## config.mk

```make
export PLATFORM = sky130hd
export DESIGN_NAME = multibank_bram_reader
export DESIGN_NICKNAME = d
export VERILOG_FILES = /design/src/rtl/multibank_bram_reader.sv
export SDC_FILE = /design/constraint.sdc
export NUM_CORES = 1
export LEC_CHECK = 0
export CAP_MARGIN = 20
export CORE_ASPECT_RATIO = 0.75
export CORE_UTILIZATION = 45
export CTS_CLUSTER_SIZE = 14
export DETAILED_ROUTE_END_ITERATION = 8
export PLACE_DENSITY = 0.67
export SYNTH_ARGS = -nofsm -noshare
export SYNTH_HDL_FRONTEND = slang
export SYNTH_SLANG_ARGS = --single-unit
export TNS_END_PERCENT = 30
```

## constraint.sdc

```tcl
create_clock -name clk -period 2.95 [get_ports clk]
set_input_delay 0.7375 -clock clk [delete_from_list [all_inputs] [get_ports clk]]
set_output_delay 0.7375 -clock clk [all_outputs]
set_load 0.01 [all_outputs]
```

## src/rtl/multibank_bram_reader.sv

```systemverilog
// Port-B read master for the multi-bank BRAM: sweeps an address range across all banks
// in parallel and streams the concatenated words out through a credit-limited FIFO.
module multibank_bram_reader #(
  parameter int BANKS      = 4,
  parameter int WIDTH      = 16,
  parameter int DEPTH      = 256,
  parameter int ADDR       = $clog2(DEPTH),
  parameter int FIFO_DEPTH = 4
) (
  input  logic                   clk,
  input  logic                   rstn,
  input  logic                   start,
  input  logic [ADDR-1:0]        base_addr,
  input  logic [ADDR:0]          length,
  output logic                   busy,
  output logic                   done,
  output logic [BANKS-1:0]       enb,
  output logic [BANKS*ADDR-1:0]  addrb,
  input  logic [BANKS*WIDTH-1:0] doutb,
  input  logic [BANKS-1:0]       validb,
  output logic [BANKS*WIDTH-1:0] m_axis_tdata,
  output logic                   m_axis_tvalid,
  input  logic                   m_axis_tready,
  output logic                   m_axis_tlast
);
  localparam int PW = (FIFO_DEPTH > 1) ? $clog2(FIFO_DEPTH) : 1;
  localparam int CW = PW + 1;
  localparam int DW = BANKS * WIDTH;
  localparam logic [CW:0]     CREDITS  = (CW + 1)'(FIFO_DEPTH);
  localparam logic [ADDR:0]   LEN_ONE  = (ADDR + 1)'(1);
  localparam logic [ADDR:0]   LEN_ZERO = (ADDR + 1)'(0);
  localparam logic [CW-1:0]   CNT_ONE  = CW'(1);
  localparam logic [CW-1:0]   CNT_ZERO = CW'(0);
  localparam logic [PW-1:0]   PTR_ONE  = PW'(1);
  localparam logic [ADDR-1:0] ADDR_ONE = ADDR'(1);

  typedef enum logic [1:0] {
    S_IDLE  = 2'd0,
    S_ISSUE = 2'd1,
    S_DRAIN = 2'd2,
    S_DONE  = 2'd3
  } state_t;

  state_t          state_q, state_d;
  logic [ADDR-1:0] addr_q, addr_d;
  logic [ADDR:0]   len_q, len_d;
  logic [ADDR:0]   issued_q, issued_d;
  logic [ADDR:0]   beat_q, beat_d;
  logic [CW-1:0]   outst_q, outst_d;
  logic [CW-1:0]   count_q, count_d;
  logic [PW-1:0]   wr_ptr_q, wr_ptr_d;
  logic [PW-1:0]   rd_ptr_q, rd_ptr_d;
  logic [DW-1:0]   mem_q [FIFO_DEPTH];
  logic            busy_q, busy_d;
  logic            done_q, done_d;
  logic            enb_q, enb_d;
  logic [ADDR-1:0] addrb_q, addrb_d;
  logic            issue_s, push_s, pop_s, last_beat_s;

  // A read may issue only while every in-flight word and every buffered word still fit the FIFO.
  always_comb begin
    issue_s     = (state_q == S_ISSUE) && (issued_q != len_q) &&
                  (({1'b0, outst_q} + {1'b0, count_q}) < CREDITS);
    // Returns with nothing outstanding belong to a run killed by reset.
    push_s      = validb[0] && (outst_q != CNT_ZERO);
    pop_s       = m_axis_tvalid && m_axis_tready;
    last_beat_s = pop_s && (beat_q == (len_q - LEN_ONE));
  end

  // Next-state, counters and FIFO pointers.
  always_comb begin
    state_d  = state_q;
    addr_d   = addr_q;
    len_d    = len_q;
    issued_d = issued_q;
    enb_d    = 1'b0;
    addrb_d  = addrb_q;
    wr_ptr_d = push_s ? (wr_ptr_q + PTR_ONE) : wr_ptr_q;
    rd_ptr_d = pop_s ? (rd_ptr_q + PTR_ONE) : rd_ptr_q;
    beat_d   = pop_s ? (beat_q + LEN_ONE) : beat_q;

    case ({issue_s, push_s})
      2'b10:   outst_d = outst_q + CNT_ONE;
      2'b01:   outst_d = outst_q - CNT_ONE;
      default: outst_d = outst_q;
    endcase

    case ({push_s, pop_s})
      2'b10:   count_d = count_q + CNT_ONE;
      2'b01:   count_d = count_q - CNT_ONE;
      default: count_d = count_q;
    endcase

    case (state_q)
      S_IDLE: begin
        if (start) begin
          len_d    = length;
          addr_d   = base_addr;
          issued_d = LEN_ZERO;
          beat_d   = LEN_ZERO;
          state_d  = (length == LEN_ZERO) ? S_DONE : S_ISSUE;
        end else begin
          state_d = S_IDLE;
        end
      end
      S_ISSUE: begin
        if (issue_s) begin
          enb_d    = 1'b1;
          addrb_d  = addr_q;
          addr_d   = addr_q + ADDR_ONE;
          issued_d = issued_q + LEN_ONE;
          state_d  = (issued_q == (len_q - LEN_ONE)) ? S_DRAIN : S_ISSUE;
        end else begin
          state_d = S_ISSUE;
        end
      end
      S_DRAIN: begin
        if (last_beat_s) begin
          state_d = S_DONE;
        end else begin
          state_d = S_DRAIN;
        end
      end
      S_DONE:  state_d = S_IDLE;
      default: state_d = S_IDLE;
    endcase

    busy_d = (state_d == S_ISSUE) || (state_d == S_DRAIN);
    done_d = (state_d == S_DONE);
  end

  // State, counters, port-B drive and FIFO storage.
  always_ff @(posedge clk or negedge rstn) begin
    if (!rstn) begin
      state_q  <= S_IDLE;
      addr_q   <= {ADDR{1'b0}};
      len_q    <= LEN_ZERO;
      issued_q <= LEN_ZERO;
      beat_q   <= LEN_ZERO;
      outst_q  <= CNT_ZERO;
      count_q  <= CNT_ZERO;
      wr_ptr_q <= {PW{1'b0}};
      rd_ptr_q <= {PW{1'b0}};
      busy_q   <= 1'b0;
      done_q   <= 1'b0;
      enb_q    <= 1'b0;
      addrb_q  <= {ADDR{1'b0}};
      for (int i = 0; i < FIFO_DEPTH; i++) begin
        mem_q[i] <= {DW{1'b0}};
      end
    end else begin
      state_q  <= state_d;
      addr_q   <= addr_d;
      len_q    <= len_d;
      issued_q <= issued_d;
      beat_q   <= beat_d;
      outst_q  <= outst_d;
      count_q  <= count_d;
      wr_ptr_q <= wr_ptr_d;
      rd_ptr_q <= rd_ptr_d;
      busy_q   <= busy_d;
      done_q   <= done_d;
      enb_q    <= enb_d;
      addrb_q  <= addrb_d;
      if (push_s) begin
        mem_q[wr_ptr_q] <= doutb;
      end
    end
  end

  assign busy          = busy_q;
  assign done          = done_q;
  assign enb           = {BANKS{enb_q}};
  assign addrb         = {BANKS{addrb_q}};
  assign m_axis_tdata  = mem_q[rd_ptr_q];
  assign m_axis_tvalid = (count_q != CNT_ZERO);
  assign m_axis_tlast  = m_axis_tvalid && (beat_q == (len_q - LEN_ONE));

  multibank_bram_reader_chk #(
    .BANKS      (BANKS),
    .FIFO_DEPTH (FIFO_DEPTH),
    .CW         (CW)
  ) u_chk (
    .clk    (clk),
    .rstn   (rstn),
    .push   (push_s),
    .pop    (pop_s),
    .count  (count_q),
    .validb (validb)
  );
endmodule

// Simulation-only protocol checks: FIFO overflow and disagreeing per-bank valid bits.
module multibank_bram_reader_chk #(
  parameter int BANKS      = 4,
  parameter int FIFO_DEPTH = 4,
  parameter int CW         = 3
) (
  input logic             clk,
  input logic             rstn,
  input logic             push,
  input logic             pop,
  input logic [CW-1:0]    count,
  input logic [BANKS-1:0] validb
);
  localparam logic [CW-1:0] FULL = CW'(FIFO_DEPTH);

  a_no_overflow: assert property (@(posedge clk) disable iff (!rstn)
    !(push && !pop && (count == FULL)));

  a_validb_agree: assert property (@(posedge clk) disable iff (!rstn)
    (validb == {BANKS{1'b0}}) || (validb == {BANKS{1'b1}}));
endmodule
```

==> summary by stage <==
Synthesis
The mux share of post-synthesis cell area is 30.73%. The adder-cell share of the synthesized area is 1.402%. The distinct cell type count of the synthesized netlist is 53. The total nets after synthesis is 1,095. The simple logic cell fraction of the synthesized area is 4.611%. Summed over its instances, the top area cell type makes up 54.33% of the synthesized netlist area. Synthesis inferred 314 register bits. The cell area that synthesis handed to floorplanning was 0.01446 mm^2. By area the synthesized netlist is led by sky130_fd_sc_hd__dfrtp_1, sky130_fd_sc_hd__mux2_2, sky130_fd_sc_hd__mux4_2. The synthesized area divided by synthesized cell count is 14.59 um^2.

The commonest cells after synthesis are sky130_fd_sc_hd__dfrtp_1, sky130_fd_sc_hd__mux2_2, sky130_fd_sc_hd__mux4_2, sky130_fd_sc_hd__nand2_1, sky130_fd_sc_hd__buf_2. The combinational family with the most area after synthesis is multiplexers. For this run, asynchronously set or reset flops after synthesis account for 100.0%.

The post-synthesis compound-gate area fraction is 1.929%. Sequential cells were found to cover 54.33% of the synthesized design area. In the synthesized netlist the dominant register cell turns out to be sky130_fd_sc_hd__dfrtp_1.

sky130_fd_sc_hd__dfrtp_1 is the most common cell in the netlist. The total number of yosys warnings is 0. The synthesized netlist cell count is 991.

The xor/xnor share of the synthesized area is 3.149%. The count of flip-flops with a built-in enable after synthesis is 0. sky130_fd_sc_hd__dfrtp_1 takes more of the synthesized area than any other cell.

Timing
The number of pins exceeding their max-slew limit in the final report came to 0. The final setup skew is 0.01054 ns. The worst path uses 108.3% of the clock period. Setup repair after global routing could not meet its margin everywhere.

Once routing completed, OpenROAD measured the worst setup slack at -0.2444 ns. The final hold slack is 0.1518 ns. The hold violation count in the final report is 0. The total negative setup slack is -0.2444 ns. Headroom to the max-slew limit came out at 62.50%.

At the pin with the least slew margin, the transition time is 0.5625 ns. The maximum clock frequency is 313.0 MHz. The count of endpoints failing setup in the final report is 1. The shortest period the worst path allows is 3.194 ns.

Floorplan
For this configuration, the core starts out at a cell density of 45.97%. The floorplan step set the die height to 157.3 um. The total die area is 0.03287 mm^2.

193 I/O pins were placed. The die is 209.0 um wide. The floorplan step defined a core boundary enclosing 0.03146 mm^2.

The row count is 56.

Route
The detailed-route wire length on metal 1 is 15,300 um. The final route contains 8,624 vias. The DRC violation total after the first TritonRoute iteration is 415. After detailed routing, the number of remaining DRC violations is 0. The highest metal layer carrying signal wires in the routed design is met4. In this run the remaining antenna-violating nets after routing total 0. The per-cell routed wire length is 19.61 um.

The met3 routed wirelength is 1158 um. The met2 wirelength from detailed routing is 14,830 um. The detailed-routing iteration count for the pre-antenna-repair pass is 4. Summed over all layers, the routed wires come to 31,780 um. Dividing the detail-routed via count by the number of cells gives 5.323.

Place
During placement, the flow inserted port buffers numbering 189. The global placement routability congestion is 0.8035. The half-perimeter wire length after placement is 20,550 um.

Power
Combinational logic is responsible for 47.1% of the overall power. Of the total power, the share spent switching nets is 32.35%. The fraction of power consumed by sequential logic is 35.1%.

The analysis attributes to net switching a power of 0.006989 W. The internal power of the cells totals 0.01462 W. The total power is 0.02161 W.

The power density over the cells is 1190 mW/mm^2. The leakage dissipation is 7.880 nW. The clock network accounts for 17.8% of the total power. VDD sags by at most 0.0005570 V.

Global route
The global-route congestion overflow total is 0. The overall track demand over capacity in global routing is 19.72%. The initial antenna violation count is 0.

The via count of the first global-routing pass is 9,050. The first-pass GRT wire length is 50,710 um. Entering global routing, the biggest net connects 69 pins.

Clocking
The root buffer cell is sky130_fd_sc_hd__clkbuf_16. The TritonCTS clock tree is done. After clock tree synthesis, the clock-pin slew on the worst setup and hold paths is 0.06 ns. The count of hold-fix buffers inserted at cts is 0. The CTS H-tree depth is 1. For the worst-skew pair, the clock arrives at the later sink with an insertion delay of 0.54 ns. The number of clock sinks is 314. Counting along the longest clock path gives a buffer depth of 3.

The CTS buffer count is 31.

Worst hold path
The worst min-delay path class is in -> async.

Worst setup path
The maximum cell stage delay along the critical path is 0.39 ns. The data required time of the worst path is 2.21 ns. The cell type of the slowest stage on the worst timing path is sky130_fd_sc_hd__or3b_4. The reg-to-reg setup timing slack is 0.08 ns. STA classifies the critical path startpoint as a register. The launching point of the worst reg2reg path is len_q[0]$_DFFE_PN0P_.

The critical-path maximum fanout is 3. The critical path capture point type is a primary output. The critical path start-end classification is reg -> out. The cell family contributing the most delay on the critical path is simple AND/OR/NAND/NOR gates. The endpoint of the lowest-slack register-to-register path is busy$_DFF_PN0_. The worst path buffer plus inverter count is 4.

At the worst endpoint, the arrival time is 2.46 ns. The number of cells on the worst reg-to-reg path is 13. The signal on the critical path passes through inv_2 > ha_4 > or3b_4 > buf_6 > buf_12 > nor3_4 > a211oi_2 > nor4b_2 > buf_2.

Final layout
The area growth from synthesis to layout is 25.55%. The total number of nets in the final design is 1,295. In the final layout, the share of cells above drive strength 1 is 40.40%. At the end of the flow the core is filled with cells to 57.72%.

Flow run
Across the run, the number of max-cap violations was 0.

Run status
The checks that failed: negative setup slack. The run finished, with violations left.
cell usage in the layout (no fill, tap or decap), types with 4 or more instances in the layout:
cell / instances
sky130_fd_sc_hd__mux4_2: 64
sky130_fd_sc_hd__nand2_1: 41
sky130_fd_sc_hd__nor4_1: 4
sky130_fd_sc_hd__xor2_1: 27
sky130_fd_sc_hd__and3_1: 5
sky130_fd_sc_hd__buf_12: 18
sky130_fd_sc_hd__inv_1: 15
sky130_fd_sc_hd__nand3_1: 8
sky130_fd_sc_hd__clkbuf_2: 25
sky130_fd_sc_hd__nor2_1: 27
sky130_fd_sc_hd__a21oi_1: 8
sky130_fd_sc_hd__o21ai_0: 13
sky130_fd_sc_hd__clkbuf_8: 4
sky130_fd_sc_hd__nor3_2: 4
sky130_fd_sc_hd__clkbuf_16: 33
sky130_fd_sc_hd__dfrtp_1: 312
sky130_fd_sc_hd__or3_1: 5
sky130_fd_sc_hd__mux2_2: 263
sky130_fd_sc_hd__nor3_1: 7
sky130_fd_sc_hd__dlygate4sd2_1: 16
sky130_fd_sc_hd__clkinv_2: 6
sky130_fd_sc_hd__dlymetal6s2s_1: 7
sky130_fd_sc_hd__clkdlybuf4s15_1: 15
sky130_fd_sc_hd__xnor2_1: 24
sky130_fd_sc_hd__ha_1: 12
sky130_fd_sc_hd__clkbuf_1: 8
sky130_fd_sc_hd__nand2_4: 4
sky130_fd_sc_hd__clkdlybuf4s50_1: 123
sky130_fd_sc_hd__nand4_1: 9
sky130_fd_sc_hd__buf_4: 39
cell families (layout without fill, tap and decap cells):
group,after synthesis,in the layout
AO/OA/AOI/OAI,42,42
XOR/XNOR,52,52
adder cells (fa/ha/maj),15,15
buffers and inverters,105,327
flip-flops,314,314
multiplexers,331,331
other,0,1
AND/OR/NAND/NOR,132,132
metrics by stage:
| step | cell area [um^2] | worst slack [ns] | std cells |
|---|---|---|---|
| 2_1_floorplan | 14460 | 0.06223 | 991 |
| 3_3_place_gp | 17040 | -0.2044 | 1552 |
| 3_5_place_dp | 17040 | -0.2020 | 1552 |
| 4_1_cts | 18110 | -0.2785 | 1613 |
| 5_1_grt | 18150 | -0.3471 | 1619 |
| 6_report | 18160 | -0.2444 | 1620 |
flip-flops by register name, indices dropped and copies added (netlist names), 3 cells and up:
register  count
beat_q        9
outst_q       3
issued_q      9
count_q       3
len_q         9
mem_q       256
addrb_q       8
addr_q        8
how the worst max path moves through the flow:
stage                               from           end  slack (ns)  cells past startpoint
detailed placement  len_q[1]$_DFFE_PN0P_  m_axis_tlast       -0.20                      8
finish              len_q[0]$_DFFE_PN0P_  m_axis_tlast       -0.24                      9
global placement    len_q[0]$_DFFE_PN0P_  m_axis_tlast       -0.20                      9
floorplan           len_q[0]$_DFFE_PN0P_  m_axis_tlast        0.06                      8
CTS                 len_q[1]$_DFFE_PN0P_  m_axis_tlast       -0.28                      9
global route        len_q[1]$_DFFE_PN0P_  m_axis_tlast       -0.35                      9
metal layers:
layer | vias to the layer above | global-route usage, %
met4 | 0 | 3.571
met1 | 4461 | 28.62
met5 | - | 0
li1 | 3969 | -
met2 | 160 | 31.84
met3 | 34 | 2.913
worst reg2reg max path: cells and delay by family (launching register included):
kind,cells,cell delay [ns]
buffers and inverters,5,0.61
DFF,1,0.38
and+or+nand+nor,2,0.57
adders and majority gates,2,0.43
xor gates and xnor gates,1,0.11
AOI/OAI and AO/OA,3,0.65
final cells by class:
type | instances | area [um^2]
diodes | 1 | 2.502
clock buffers | 43 | 860.8
clock inverters | 12 | 122.6
fillers | 2528 | 13300
inverters | 18 | 67.56
multi-input cells | 572 | 6127
flip-flops and latches | 314 | 7863
well taps | 406 | 508.0
repair buffers | 254 | 2606
power groups by stage:
stage / Clock [W] / Sequential, W / Combinational [W]
5_1_grt: 0.00413 / 0.00788 / 0.0109
3_3_place_gp: 0 / 0.00756 / 0.0103
2_1_floorplan: 0 / 0.00729 / 0.00657
6_report: 0.00385 / 0.00759 / 0.0102
4_1_cts: 0.00394 / 0.00761 / 0.0102
3_5_place_dp: 0 / 0.00765 / 0.0105
what timing repair did:
action | CTS | global route
resized for setup | 84 | 73
buffers inserted | 4 | 4
cloned | 2 | 2
pin swaps | 4 | 7
setup endpoints to repair | 65 | 50
Power figures use the tool's default switching activity.
